===== config.mk =====
export PLATFORM = sky130hd
export DESIGN_NAME = code_chip_gen_flat
export DESIGN_NICKNAME = d
export VERILOG_FILES = /design/src/rtl/code_chip_gen_if.sv /design/src/rtl/code_chip_gen.sv /design/src/flat_wrapper.sv
export SDC_FILE = /design/constraint.sdc
export NUM_CORES = 1
export LEC_CHECK = 0
export CORE_UTILIZATION = 38
export CTS_CLUSTER_SIZE = 10
export DETAILED_ROUTE_END_ITERATION = 10
export PLACE_DENSITY = 0.78
export SLEW_MARGIN = 5
export SYNTH_ARGS = -nofsm -noshare
export SYNTH_HDL_FRONTEND = slang
export SYNTH_SLANG_ARGS = --single-unit

===== constraint.sdc =====
create_clock -name clk -period 1.92 [get_ports clk]
set_clock_uncertainty 0.2 [all_clocks]
set_input_delay 0.288 -clock clk [delete_from_list [all_inputs] [get_ports clk]]
set_output_delay 0.288 -clock clk [all_outputs]
set_load 0.1 [all_outputs]

===== src/rtl/code_chip_gen_if.sv =====
// Bus between the channel scheduler / code NCO and the code chip generator.
// The master side drives the NCO strobe, the per-channel seeds and the
// save/restore load port; the slave side (the generator) returns its state
// and the early/prompt/late chips.
interface code_chip_gen_if #(
    parameter int CHIP_CNT_W  = 11,
    parameter int EPOCH_CNT_W = 5
);
    logic                   overflow;
    logic [9:0]             g1_init;
    logic [9:0]             g2_init;
    logic                   state_load_en;
    logic [9:0]             g1_i;
    logic [9:0]             g2_i;
    logic [CHIP_CNT_W-1:0]  chip_count_i;
    logic [EPOCH_CNT_W-1:0] epoch_count_i;
    logic [1:0]             pl_i;
    logic [9:0]             g1_o;
    logic [9:0]             g2_o;
    logic [CHIP_CNT_W-1:0]  chip_count_o;
    logic [EPOCH_CNT_W-1:0] epoch_count_o;
    logic                   code_early;
    logic                   code_prompt;
    logic                   code_late;
    logic                   epoch;

    modport master (
        output overflow, g1_init, g2_init, state_load_en,
               g1_i, g2_i, chip_count_i, epoch_count_i, pl_i,
        input  g1_o, g2_o, chip_count_o, epoch_count_o,
               code_early, code_prompt, code_late, epoch
    );

    modport slave (
        input  overflow, g1_init, g2_init, state_load_en,
               g1_i, g2_i, chip_count_i, epoch_count_i, pl_i,
        output g1_o, g2_o, chip_count_o, epoch_count_o,
               code_early, code_prompt, code_late, epoch
    );
endinterface


===== src/rtl/code_chip_gen.sv =====
// C/A-style Gold code chip generator. Each code-NCO overflow advances the
// G1/G2 LFSR pair by one chip and shifts the early chip into prompt/late.
// Tracks chip index within the code period, the code-epoch pulse and the
// epoch (bit-sync) counter. All state is loadable for channel time-slicing.
module code_chip_gen #(
    parameter int CODE_LENGTH   = 1023,
    parameter int CHIP_CNT_W    = 11,
    parameter int EPOCH_CNT_MAX = 19,
    parameter int EPOCH_CNT_W   = 5
) (
    input logic             clk,
    input logic             rst,
    code_chip_gen_if.slave  bus
);

    localparam logic [CHIP_CNT_W-1:0]  LAST_CHIP  = CHIP_CNT_W'(CODE_LENGTH - 1);
    localparam logic [EPOCH_CNT_W-1:0] LAST_EPOCH = EPOCH_CNT_W'(EPOCH_CNT_MAX);

    // G1 polynomial: feedback from stages 3 and 10 into stage 1.
    function automatic logic [9:0] g1_shift(input logic [9:0] g);
        g1_shift = {g[8:0], g[2] ^ g[9]};
    endfunction

    // G2 polynomial: feedback from stages 2,3,6,8,9,10 into stage 1.
    function automatic logic [9:0] g2_shift(input logic [9:0] g);
        g2_shift = {g[8:0], g[1] ^ g[2] ^ g[5] ^ g[7] ^ g[8] ^ g[9]};
    endfunction

    logic [9:0]             g1_p0,    g1_nxt;
    logic [9:0]             g2_p0,    g2_nxt;
    logic [CHIP_CNT_W-1:0]  chip_p0,  chip_nxt;
    logic [EPOCH_CNT_W-1:0] ecnt_p0,  ecnt_nxt;
    logic                   prompt_p0, prompt_nxt;
    logic                   late_p0,   late_nxt;
    logic                   epoch_p0,  epoch_nxt;
    logic                   early;

    // Early chip comes straight off the stage-10 outputs of both LFSRs.
    assign early = g1_p0[9] ^ g2_p0[9];

    // Next-state selection: load beats overflow; otherwise hold.
    always_comb begin
        g1_nxt     = g1_p0;
        g2_nxt     = g2_p0;
        chip_nxt   = chip_p0;
        ecnt_nxt   = ecnt_p0;
        prompt_nxt = prompt_p0;
        late_nxt   = late_p0;
        epoch_nxt  = 1'b0;
        if (bus.state_load_en) begin
            g1_nxt     = bus.g1_i;
            g2_nxt     = bus.g2_i;
            chip_nxt   = bus.chip_count_i;
            ecnt_nxt   = bus.epoch_count_i;
            prompt_nxt = bus.pl_i[1];
            late_nxt   = bus.pl_i[0];
        end else if (bus.overflow) begin
            prompt_nxt = early;
            late_nxt   = prompt_p0;
            if (chip_p0 == LAST_CHIP) begin
                // Period wrap: restart both registers from the channel seeds.
                g1_nxt    = bus.g1_init;
                g2_nxt    = bus.g2_init;
                chip_nxt  = '0;
                epoch_nxt = 1'b1;
                ecnt_nxt  = (ecnt_p0 == LAST_EPOCH) ? '0 : ecnt_p0 + EPOCH_CNT_W'(1);
            end else begin
                g1_nxt   = g1_shift(g1_p0);
                g2_nxt   = g2_shift(g2_p0);
                chip_nxt = chip_p0 + CHIP_CNT_W'(1);
            end
        end
    end

    // Generator state register with synchronous reset.
    always_ff @(posedge clk) begin
        if (rst) begin
            g1_p0     <= 10'h3FF;
            g2_p0     <= 10'h3FF;
            chip_p0   <= '0;
            ecnt_p0   <= '0;
            prompt_p0 <= 1'b0;
            late_p0   <= 1'b0;
            epoch_p0  <= 1'b0;
        end else begin
            g1_p0     <= g1_nxt;
            g2_p0     <= g2_nxt;
            chip_p0   <= chip_nxt;
            ecnt_p0   <= ecnt_nxt;
            prompt_p0 <= prompt_nxt;
            late_p0   <= late_nxt;
            epoch_p0  <= epoch_nxt;
        end
    end

    assign bus.g1_o          = g1_p0;
    assign bus.g2_o          = g2_p0;
    assign bus.chip_count_o  = chip_p0;
    assign bus.epoch_count_o = ecnt_p0;
    assign bus.code_early    = early;
    assign bus.code_prompt   = prompt_p0;
    assign bus.code_late     = late_p0;
    assign bus.epoch         = epoch_p0;

endmodule


===== src/flat_wrapper.sv =====
// flat-port wrapper written by rule: the top's interface ports become plain ports
module code_chip_gen_flat 
#(
    parameter int CODE_LENGTH   = 1023,
    parameter int CHIP_CNT_W    = 11,
    parameter int EPOCH_CNT_MAX = 19,
    parameter int EPOCH_CNT_W   = 5
)
  (clk, rst, bus_overflow, bus_g1_init, bus_g2_init, bus_state_load_en, bus_g1_i, bus_g2_i, bus_chip_count_i, bus_epoch_count_i, bus_pl_i, bus_g1_o, bus_g2_o, bus_chip_count_o, bus_epoch_count_o, bus_code_early, bus_code_prompt, bus_code_late, bus_epoch);
  code_chip_gen_if #(.CHIP_CNT_W(CHIP_CNT_W), .EPOCH_CNT_W(EPOCH_CNT_W)) bus_i ();
  input logic clk;
  input logic rst;
  input wire logic [$bits(bus_i.overflow)-1:0] bus_overflow;
  input wire logic [$bits(bus_i.g1_init)-1:0] bus_g1_init;
  input wire logic [$bits(bus_i.g2_init)-1:0] bus_g2_init;
  input wire logic [$bits(bus_i.state_load_en)-1:0] bus_state_load_en;
  input wire logic [$bits(bus_i.g1_i)-1:0] bus_g1_i;
  input wire logic [$bits(bus_i.g2_i)-1:0] bus_g2_i;
  input wire logic [$bits(bus_i.chip_count_i)-1:0] bus_chip_count_i;
  input wire logic [$bits(bus_i.epoch_count_i)-1:0] bus_epoch_count_i;
  input wire logic [$bits(bus_i.pl_i)-1:0] bus_pl_i;
  output wire logic [$bits(bus_i.g1_o)-1:0] bus_g1_o;
  output wire logic [$bits(bus_i.g2_o)-1:0] bus_g2_o;
  output wire logic [$bits(bus_i.chip_count_o)-1:0] bus_chip_count_o;
  output wire logic [$bits(bus_i.epoch_count_o)-1:0] bus_epoch_count_o;
  output wire logic [$bits(bus_i.code_early)-1:0] bus_code_early;
  output wire logic [$bits(bus_i.code_prompt)-1:0] bus_code_prompt;
  output wire logic [$bits(bus_i.code_late)-1:0] bus_code_late;
  output wire logic [$bits(bus_i.epoch)-1:0] bus_epoch;
  assign bus_i.overflow = bus_overflow;
  assign bus_i.g1_init = bus_g1_init;
  assign bus_i.g2_init = bus_g2_init;
  assign bus_i.state_load_en = bus_state_load_en;
  assign bus_i.g1_i = bus_g1_i;
  assign bus_i.g2_i = bus_g2_i;
  assign bus_i.chip_count_i = bus_chip_count_i;
  assign bus_i.epoch_count_i = bus_epoch_count_i;
  assign bus_i.pl_i = bus_pl_i;
  assign bus_g1_o = bus_i.g1_o;
  assign bus_g2_o = bus_i.g2_o;
  assign bus_chip_count_o = bus_i.chip_count_o;
  assign bus_epoch_count_o = bus_i.epoch_count_o;
  assign bus_code_early = bus_i.code_early;
  assign bus_code_prompt = bus_i.code_prompt;
  assign bus_code_late = bus_i.code_late;
  assign bus_epoch = bus_i.epoch;
  code_chip_gen #(.CODE_LENGTH(CODE_LENGTH), .CHIP_CNT_W(CHIP_CNT_W), .EPOCH_CNT_MAX(EPOCH_CNT_MAX), .EPOCH_CNT_W(EPOCH_CNT_W)) u_core (.clk(clk), .rst(rst), .bus(bus_i));
endmodule

==> results of run 1 <==
worst paths after layout:
kind | start | to | slack, ns
setup / recovery | u_core.bus.chip_count_o[0]$_SDFFE_PP0P_ | u_core.bus.g1_o[2]$_SDFFE_PP1P_ | 0.004
hold / removal | bus_state_load_en | u_core.bus.chip_count_o[2]$_SDFFE_PP0P_ | 0.22
setup reg to reg | u_core.bus.chip_count_o[0]$_SDFFE_PP0P_ | u_core.bus.g1_o[2]$_SDFFE_PP1P_ | 0.004
hold reg to reg | u_core.bus.epoch_count_o[0]$_SDFFE_PP0P_ | u_core.bus.epoch_count_o[0]$_SDFFE_PP0P_ | 0.34
state kept, by name (all words and copies together) (netlist names):
name,count
u_core.bus.chip_count_o,11
u_core.bus.code_late,1
u_core.bus.code_prompt,1
u_core.bus.epoch,1
u_core.bus.epoch_count_o,5
u_core.bus.g1_o,10
u_core.bus.g2_o,10
where the power goes:
group	switching (uW)	internal (uW)	leakage (uW)	total, uW
Sequential	102	867	0.000331	969
Combinational	649	468	0.00108	1120
Clock	281	255	0.0000422	536
cell usage in the layout (no fill, tap or decap), types with 2 or more instances in the layout:
| cell | count |
|---|---|
| ha_1 | 2 |
| nand3b_1 | 2 |
| buf_4 | 17 |
| a31oi_1 | 2 |
| clkbuf_8 | 5 |
| nor3b_1 | 22 |
| o2111ai_1 | 2 |
| o21ai_0 | 15 |
| a311oi_1 | 3 |
| inv_1 | 6 |
| nand3_1 | 5 |
| clkdlybuf4s50_1 | 60 |
| a211oi_1 | 20 |
| o21ai_1 | 16 |
| nor3_1 | 3 |
| nand4_4 | 2 |
| a21oi_1 | 7 |
| nor4_1 | 3 |
| dfxtp_1 | 23 |
| a22oi_1 | 2 |
| dfxtp_2 | 6 |
| clkbuf_1 | 2 |
| xnor2_1 | 12 |
| nor2b_1 | 2 |
| nand2_1 | 18 |
| mux2i_1 | 21 |
| dfxtp_4 | 10 |
| nor2_1 | 13 |
| buf_12 | 41 |
| xor2_1 | 2 |
worst register-to-register path, cell delays in order, from the launching register on:
cell and delay (ns):
dfxtp_4 0.35, inv_4 0.06, ha_4 0.14, inv_2 0.04, nor4_4 0.30, buf_4 0.18, buf_6 0.18, mux2i_1 0.26
o21ai_1 0.09
per-layer routing:
metal | part of all wire (%) | global-route usage (%)
met5 | 0 | 0
met4 | 1.1 | 4.630
met3 | 7.2 | 6.744
met2 | 51 | 40.53
met1 | 40 | 26.19
what timing repair did:
| item | 4_1_cts | 5_1_grt |
|---|---|---|
| endpoints found under the hold margin | 0 | 0 |
| hold buffers | 0 | 0 |
| endpoints found under the setup margin | 1 | 14 |
| setup buffers | 0 | 3 |
| pin swaps | 0 | 6 |
| gates cloned | 0 | 1 |
| resized for setup | 1 | 8 |
through the flow:
stage | instances | instance area [um2] | hold slack, ns
after floorplan | 258 | 2311 | 0.1956
after global placement | 428 | 3850 | 0.3121
after detailed placement | 428 | 3850 | 0.3308
after CTS | 436 | 3935 | 0.2116
after global routing | 440 | 4005 | 0.2580
final | 440 | 4005 | 0.2249
logic make-up after synthesis:
kind of cell,Yosys count
simple gates,78
xor+xnor,15
fa+ha+maj,3
buf+inv,29
compound gates,72
flops,39
mux,22
layout make-up:
cell class              count  area, um2
flip-flops and latches     39      825.8
well taps                  72      90.09
repair buffers            122       1605
clock buffers               7      76.32
fillers                   419       1569
inverters                   9      36.28
multi-input cells         190       1366
clock inverters             1      5.005
==> run_results.csv, run 1 <==
group,metric,value,unit
die,die-area,6147,um2
clock_tree,root_buffer,"clkbuf_8",
sta,setup_viol,0,
sta,setup_slack,0.004341,ns
route,routed_via_density,5.452,
sta,finalSetupTns,0,ns
grt,grt_overflow,0,
clock_tree,cts_tree,"yes",
worst_setup_path,cp.arrival,1.88,ns
sta,slew_headroom,56.20,%
sta,period_needed,1.916,ns
worst_setup_path,crit_slowest_cell,"dfxtp_4",
finish,drive_gt1_share,25.82,%
sta,hold_viol,0,
pwr,ir_drop,434.9,uV
synthesis,synth-simple-area-share,21.15,%
clock_tree,clk_pin_slew,0.07,ns
finish,diodes,0,
synthesis,synthCells,258,
worst_setup_path,end_kind,"flop",
placement,place_hpwl,5124,um
worst_setup_path,path_max_fanout,12,
finish,final_core_util,71.85,%
synthesis,synth_xor_area_share,5.922,%
synthesis,synth_fa_ha_area_share,1.692,%
placement,place_congestion,0.8166,
worst_setup_path,required,1.89,ns
route,vias,2399,
die,core_area,5574,um2
sta,worst-slew-pin-transition,0.6545,ns
sta,fmax,522.0,MHz
die,die_y,78.41,um
route,drcViolationCount,0,
die,pin_count,102,
route,wl_per_cell,15.42,um
pwr,power.density,654.8,nW/um2
die,start_util,39.80,%
status,status,"complete, no violations",
clock_tree,clk_latency,0.28,ns
finish,areaGrowthSynthToFinish,80.54,%
worst_setup_path,criticalPathCategory,"reg2reg",
synthesis,synth_cell_type_count,38,
synthesis,seq_area_frac_synth,35.19,%
synthesis,synth_compound_area_share,20.53,%
grt,grt_pass1_wl,11000,um
synthesis,async_flop_share,0,%
clock_tree,clockBufferDepth,2,
synthesis,synth_top_family_by_area,"simple AND/OR/NAND/NOR gates",
worst_setup_path,start_kind,"flop",
synthesis,synth.avg_cell_area,8.598,um2
sta,rsz0062_at_grt,"true",
clock_tree,cts_made_buffers,5,
worst_setup_path,cp.depth,8,
die,die_x,78.41,um
synthesis,synth.area.top_cells,"dfxtp_1, mux2i_1, nor3b_1",
run,drv_cap,0,
route,ant_nets,0,
placement,dpl_worst_slack,-0.2543,ns
clock_tree,cts_htree_levels,2,
pwr,finalPower,2622,uW
grt,grt_max_degree,36,
synthesis,syn-cell-area,2218,um2
synthesis,synth_ff_type,"dfxtp_1",
synthesis,ys_ff_latch,39,
worst_setup_path,slowest_delay,0.35,ns
sta,finalCritPeriodShare,99.77,%
synthesis,synth_mux_area_share,9.927,%
synthesis,synth-edff-count,0,
route,drt-pass1-iter-count,5,
synthesis,synth_nets,323,
synthesis,yosys.area.top_type_share,35.19,%
clock_tree,clkSinkCount,39,
grt,antenna_found_initial,0,
placement,io_buffers,101,
die,std_cell_rows,27,
worst_setup_path,cp_top_family,"buffers and inverters",
synthesis,yosysMostFrequentCell,"dfxtp_1",
worst_setup_path,path_buf_inv,4,
sta,drv_slew,0,
grt,grt_pass1_vias,2314,
route,drt_iter0_drc,164,
pwr,p_leak,0.001450,uW
min_path,whs_path_depth,3,
synthesis,synth_top_area_cell,"dfxtp_1",
synthesis,ys_warn_count,0,
synthesis,synth_common_cells,"dfxtp_1, o21ai_0, mux2i_1, nor3b_1, a211oi_1",
grt,grt_usage,22.52,%
worst_setup_path,r2r_cells,8,
finish,fin_nets,432,
route,wl,6784,um
min_path,hp-class,"in2reg",
worst_setup_path,path_cells,"inv_4 > ha_4 > inv_2 > nor4_4 > buf_4 > buf_6 > mux2i_1 > o21ai_1",
Power figures use the tool's default switching activity.
==> run 2, diff against run 1 <==
PLACE_DENSITY = default   (was 0.78)
PLACE_DENSITY_LB_ADDON = 0.3   (was default)
==> run_results.csv, run 2 (synthesized netlist as in run 1, its figures left out) <==
group,metric,value,unit
status,status,"complete, no violations",
clock_tree,cts_htree_levels,2,
sta,slew_headroom,76.40,%
worst_setup_path,required,1.91,ns
pwr,p_leak,0.001422,uW
route,wl,6654,um
finish,mostFrequentLayoutCells,"clkdlybuf4s50_1, buf_12, dfxtp_1",
worst_setup_path,criticalPathCategory,"reg2reg",
route,drt-pass1-iter-count,4,
grt,antenna_found_initial,0,
pwr,finalPower,2651,uW
sta,drv_slew,0,
sta,period_needed,1.853,ns
route,vias,2316,
die,core_area,5574,um2
pwr,ir_drop,451.2,uV
finish,diodes,0,
sta,finalCritPeriodShare,96.51,%
worst_setup_path,start_kind,"flop",
sta,setup_viol,0,
worst_setup_path,slowest_delay,0.40,ns
clock_tree,root_buffer,"clkbuf_8",
clock_tree,clk_pin_slew,0.07,ns
worst_setup_path,cp.arrival,1.84,ns
placement,place_congestion,0.8300,
finish,register_area,825.8,um2
finish,final_common_cell,"clkdlybuf4s50_1",
die,start_util,39.80,%
run,drv_cap,0,
worst_setup_path,crit_slowest_cell,"or3_4",
placement,io_buffers,101,
finish,fin_area,3969,um2
finish,largest_reg_flops,11,
sta,hold_viol,0,
die,std_cell_rows,27,
worst_setup_path,end_kind,"flop",
grt,grt_usage,22.22,%
worst_setup_path,cp_top_family,"compound AO/OA/AOI/OAI gates",
clock_tree,clkSinkCount,39,
finish,final_core_util,71.20,%
die,die_y,78.41,um
worst_setup_path,path_cells,"inv_2 > ha_4 > nand3b_1 > or3_4 > a311o_1 > a311oi_2",
finish,multi_input_area,1369,um2
route,drt_iter0_drc,199,
grt,grt_overflow,0,
die,die_x,78.41,um
route,drcViolationCount,0,
placement,dpl_cell_area,3860,um2
sta,worst-slew-pin-transition,0.3507,ns
min_path,hp-class,"in2reg",
placement,place_hpwl,4991,um
clock_tree,cts_tree,"yes",
clock_tree,cts_made_buffers,5,
finish,areaGrowthSynthToFinish,78.91,%
route,routed_via_density,5.336,
sta,rsz0062_at_grt,"false",
route,wl_per_cell,15.33,um
worst_setup_path,path_buf_inv,1,
grt,grt_pass1_wl,10880,um
die,pin_count,102,
finish,nFillCells,425,
worst_setup_path,path_max_fanout,3,
finish,fin_nets,426,
clock_tree,clockBufferDepth,2,
pwr,power.density,667.9,nW/um2
grt,grt_pass1_vias,2277,
finish,drive_gt1_share,24.31,%
clock_tree,clk_latency,0.29,ns
grt,grt_max_degree,43,
sta,fmax,539.7,MHz
clock_tree,post_cts_buffers,0,
die,die-area,6147,um2
route,ant_nets,0,
run 2: cell types whose count changed in the layout (fill, tap and decap cells not counted), sizes merged:
cell,delta
clkbuf,-1
buf,-5
run 2: worst paths after layout:
kind                                                          startpoint                                        to  slack (ns)  depth (start not counted)
worst min-delay path                                   bus_state_load_en   u_core.bus.chip_count_o[2]$_SDFFE_PP0P_        0.15                          3
worst max-delay path             u_core.bus.chip_count_o[0]$_SDFFE_PP0P_  u_core.bus.epoch_count_o[0]$_SDFFE_PP0P_        0.07                          6
worst max register to register   u_core.bus.chip_count_o[0]$_SDFFE_PP0P_  u_core.bus.epoch_count_o[0]$_SDFFE_PP0P_        0.07                          6
worst min register to register  u_core.bus.epoch_count_o[1]$_SDFFE_PP0P_  u_core.bus.epoch_count_o[1]$_SDFFE_PP0P_        0.33                          2
run 2: what timing repair did:
| item | in CTS | in global routing |
|---|---|---|
| setup endpoints to repair | 0 | 7 |
| gates resized for setup | 0 | 5 |
| hold buffers | 0 | 0 |
run 2: cell type report:
| class | instances | share of cell area, % |
|---|---|---|
| Inverter | 9 | 0.8512 |
| Clock buffer | 7 | 2.175 |
| Sequential cell | 39 | 20.81 |
| Tap cell | 72 | 2.270 |
| Clock inverter | 1 | 0.09458 |
| Timing Repair Buffer | 116 | 39.31 |
| Multi-Input combinational cell | 190 | 34.49 |
run 2: power breakdown:
| group | internal (uW) | switching, uW |
|---|---|---|
| Clock | 288 | 276 |
| Sequential | 867 | 102 |
| Combinational | 469 | 648 |
| Total | 1620 | 1030 |
run 2: through the flow:
step | std cells | setup TNS [ns] | hold WS [ns] | setup slack (ns)
3_5_place_dp | 426 | -2.534 | 0.3199 | -0.2594
5_1_grt | 434 | 0 | 0.1682 | 0.01434
3_3_place_gp | 426 | -1.940 | 0.3075 | -0.2092
6_report | 434 | 0 | 0.1493 | 0.06703
4_1_cts | 434 | 0 | 0.1298 | 0.02185
2_1_floorplan | 258 | -2.015 | 0.1956 | -0.1599
run 2: per-layer routing:
layer | GRT usage, % | wire (um) | part of all wire, % | up-vias
li1 | - | - | - | 1152
met1 | 27.71 | 2818 | 42 | 1067
met2 | 37.11 | 3291 | 49 | 89
met3 | 5.349 | 464 | 7.0 | 8
met4 | 7.963 | 79 | 1.2 | 0
met5 | 0 | 0 | 0 | -
run 2: tightest hold or removal path, cell delays in order:
cell     delay (ns)
buf_2          0.15
nand2_1        0.09
a21oi_1        0.06
==> variant, RTL diff (config.mk and constraints of run 2) <==
`EPOCH_CNT_W` is set to 5 in 3 places; all go to 10.
--- a/src/rtl/code_chip_gen_if.sv
+++ b/src/rtl/code_chip_gen_if.sv
@@ -5,5 +5,5 @@
 interface code_chip_gen_if #(
     parameter int CHIP_CNT_W  = 11,
-    parameter int EPOCH_CNT_W = 5
+    parameter int EPOCH_CNT_W = 10
 );
     logic                   overflow;
--- a/src/rtl/code_chip_gen.sv
+++ b/src/rtl/code_chip_gen.sv
@@ -7,5 +7,5 @@
     parameter int CHIP_CNT_W    = 11,
     parameter int EPOCH_CNT_MAX = 19,
-    parameter int EPOCH_CNT_W   = 5
+    parameter int EPOCH_CNT_W   = 10
 ) (
     input logic             clk,
--- a/src/flat_wrapper.sv
+++ b/src/flat_wrapper.sv
@@ -5,5 +5,5 @@
     parameter int CHIP_CNT_W    = 11,
     parameter int EPOCH_CNT_MAX = 19,
-    parameter int EPOCH_CNT_W   = 5
+    parameter int EPOCH_CNT_W   = 10
 )
   (clk, rst, bus_overflow, bus_g1_init, bus_g2_init, bus_state_load_en, bus_g1_i, bus_g2_i, bus_chip_count_i, bus_epoch_count_i, bus_pl_i, bus_g1_o, bus_g2_o, bus_chip_count_o, bus_epoch_count_o, bus_code_early, bus_code_prompt, bus_code_late, bus_epoch);
Interface: changed (resized bus_epoch_count_i and bus_epoch_count_o); port bits go from 102 to 112. No check against the original RTL was run, so the function may have changed too.
==> variant against run 2 <==
  * Via count is 29% higher
  * Utilization is 0.81 points lower
  * Worst hold slack better by 42 ps
  * Routed wire length is 26% higher
  * Non-clock buffer count is 21 higher
  * Critical endpoint is now u_core.bus.epoch_count_o[2]
  * Area after synthesis is 19% higher
  * Final area is 20% higher
  * Sequential cell count is 5 higher
  * Setup slack worse by 57 ps
  * Total power is 14% higher
==> variant: results (changes against run 2) <==
The flow ran to the end, and the final reports show no timing, DRC or antenna violations. The port buffer count is 111 (+9.9%), and the antenna diode count is 0 (unchanged). The number of nets in the finished design was 494 (+16%). After synthesis, the cell types taking the most area are sky130_fd_sc_hd__dfxtp_1 33%, sky130_fd_sc_hd__mux2i_1 8.3%, sky130_fd_sc_hd__a21o_1 5.7%.

For the number of DRC violations after detailed-routing iteration 0, the log shows 136 (-32%). The logs give 0.843 (+1.6%) for the weighted congestion at the end of routability-driven global placement and 33.2% (-2.0 points) for the share of the yosys chip area belonging to registers. The run gives 2,888 (+27%) as the number of global-route vias before repair.

The run gives 377 (+17%) as the number of nets in the synthesized netlist. The post-synthesis adder-cell area fraction works out to 1.42% (-0.28 points). The worst hold path endpoint was u_core.bus.chip_count_o[8]. Share of the synthesized area in compound gates (AO/OA/AOI/OAI): 29.6% (+9.0 points). The parity-gate share of the synthesized area counting xor and xnor cells is 3.82% (-2.1 points).

The wire length of the first global-routing pass came out at 13,600 um (+25%). The logs give 2,980 (+29%) for the via total after detailed routing and 493 (+16%) for the post-placement cell count. The total of fill cells in the finished design was 519 (+22%); the post-synthesis instance total was 307 (+19%). Largest delay contributor family on the critical path: simple AND/OR/NAND/NOR gates. The clock latency at the later pin of the worst-skew pair came out at 290 ps (about the same). The highest achievable clock rate came out at 0.524 GHz (-3.0%). The number of vias per cell came out at 5.90 (+11%). The cell depth of the worst min-delay path works out to 2 (-1). Maximum number of pins on one net before global-route repair: 30 (-30%).

The most critical setup path has its endpoint at u_core.bus.epoch_count_o[2]. In the synthesized netlist, the cells that appear most often are 44 x sky130_fd_sc_hd__dfxtp_1, 24 x sky130_fd_sc_hd__a31oi_1, 22 x sky130_fd_sc_hd__mux2i_1, 20 x sky130_fd_sc_hd__a21o_1, 20 x sky130_fd_sc_hd__o21ai_0. The total track usage was 22.9% (+0.72 points); the static leakage was 2.00 nW (+40%). The actual transition at the worst max-transition pin is 414 ps (+63.6 ps), and the share of synthesized area spent on multiplexers is 8.31% (-1.6 points).

For the maximum ir drop on the vdd rail, the log shows 431 uV (-4.6%). The run gives 10 ps (-60 ps) as the reg2reg setup slack. The register clock-pin slew on the reported worst setup and hold paths is 90 ps (+20 ps). The share of post-route cells with drive strength above 1 was 29.6% (+5.3 points); the biggest fanout along the worst timing path was 6 (+3).

Worst slack at placement: -285 ps (-25.6 ps). The logs give 62 (+63%) for the distinct cell type count of the synthesized netlist and 1890 ps (+50 ps) for the arrival time of data at the critical path endpoint. The critical path starts at u_core.bus.epoch_count_o[0].

The placed wire-length estimate was 6100 um (+22%). The cell with the largest stage delay on the worst path is sky130_fd_sc_hd__dfxtp_4. Final routed wirelength across all metal layers: 8380 um (+26%).

Number of cells on the worst reg-to-reg path: 5 (-1).
variant: what timing repair did:
item | 4_1_cts | 5_1_grt
cloned | 0 | 1
pin swaps | 1 | 4
hold buffers | 0 | 0
buffers inserted | 2 | 1
setup endpoints to repair | 1 | 9
resized for setup | 2 | 8
variant: logic make-up (layout without fill, tap and decap cells):
kind of cell             after synthesis  after routing
XOR/XNOR                              10             10
flip-flops                            44             44
adder cells (fa/ha/maj)                3              3
AND/OR/NAND/NOR                       82             82
multiplexers                          22             22
AO/OA/AOI/OAI                        111            111
buffers and inverters                 35            153
variant: through the flow:
| step | hold WS [ps] | setup TNS [ps] | cell area [um2] |
|---|---|---|---|
| after floorplan | 220 | -903 | 2820 |
| after global placement | 322 | -2080 | 4570 |
| after detailed placement | 325 | -3160 | 4570 |
| after CTS | 183 | 0 | 4690 |
| after global routing | 208 | -244 | 4760 |
| final | 191 | 0 | 4760 |
variant: final cells by class:
cell class / instances / area (um2) / area share, %
well taps: 80 / 100 / 2.10
multi-input cells: 228 / 1730 / 36.3
flip-flops and latches: 44 / 948 / 19.9
inverters: 8 / 32.5 / 0.684
clock buffers: 8 / 90.1 / 1.89
repair buffers: 137 / 1860 / 39.0
variant: power breakdown:
| part | switching [mW] | internal [mW] |
|---|---|---|
| clock network | 0.325 | 0.294 |
| registers | 0.127 | 0.979 |
| logic | 0.736 | 0.550 |
variant: layer usage:
layer	wire [um]	share of wire [%]	up-vias	GRT usage, %
li1	-	-	1418	-
met1	3420	41	1406	26.5
met2	4130	49	144	41.3
met3	720	8.6	12	6.74
met4	104	1.2	0	6.06
met5	0	0	-	0
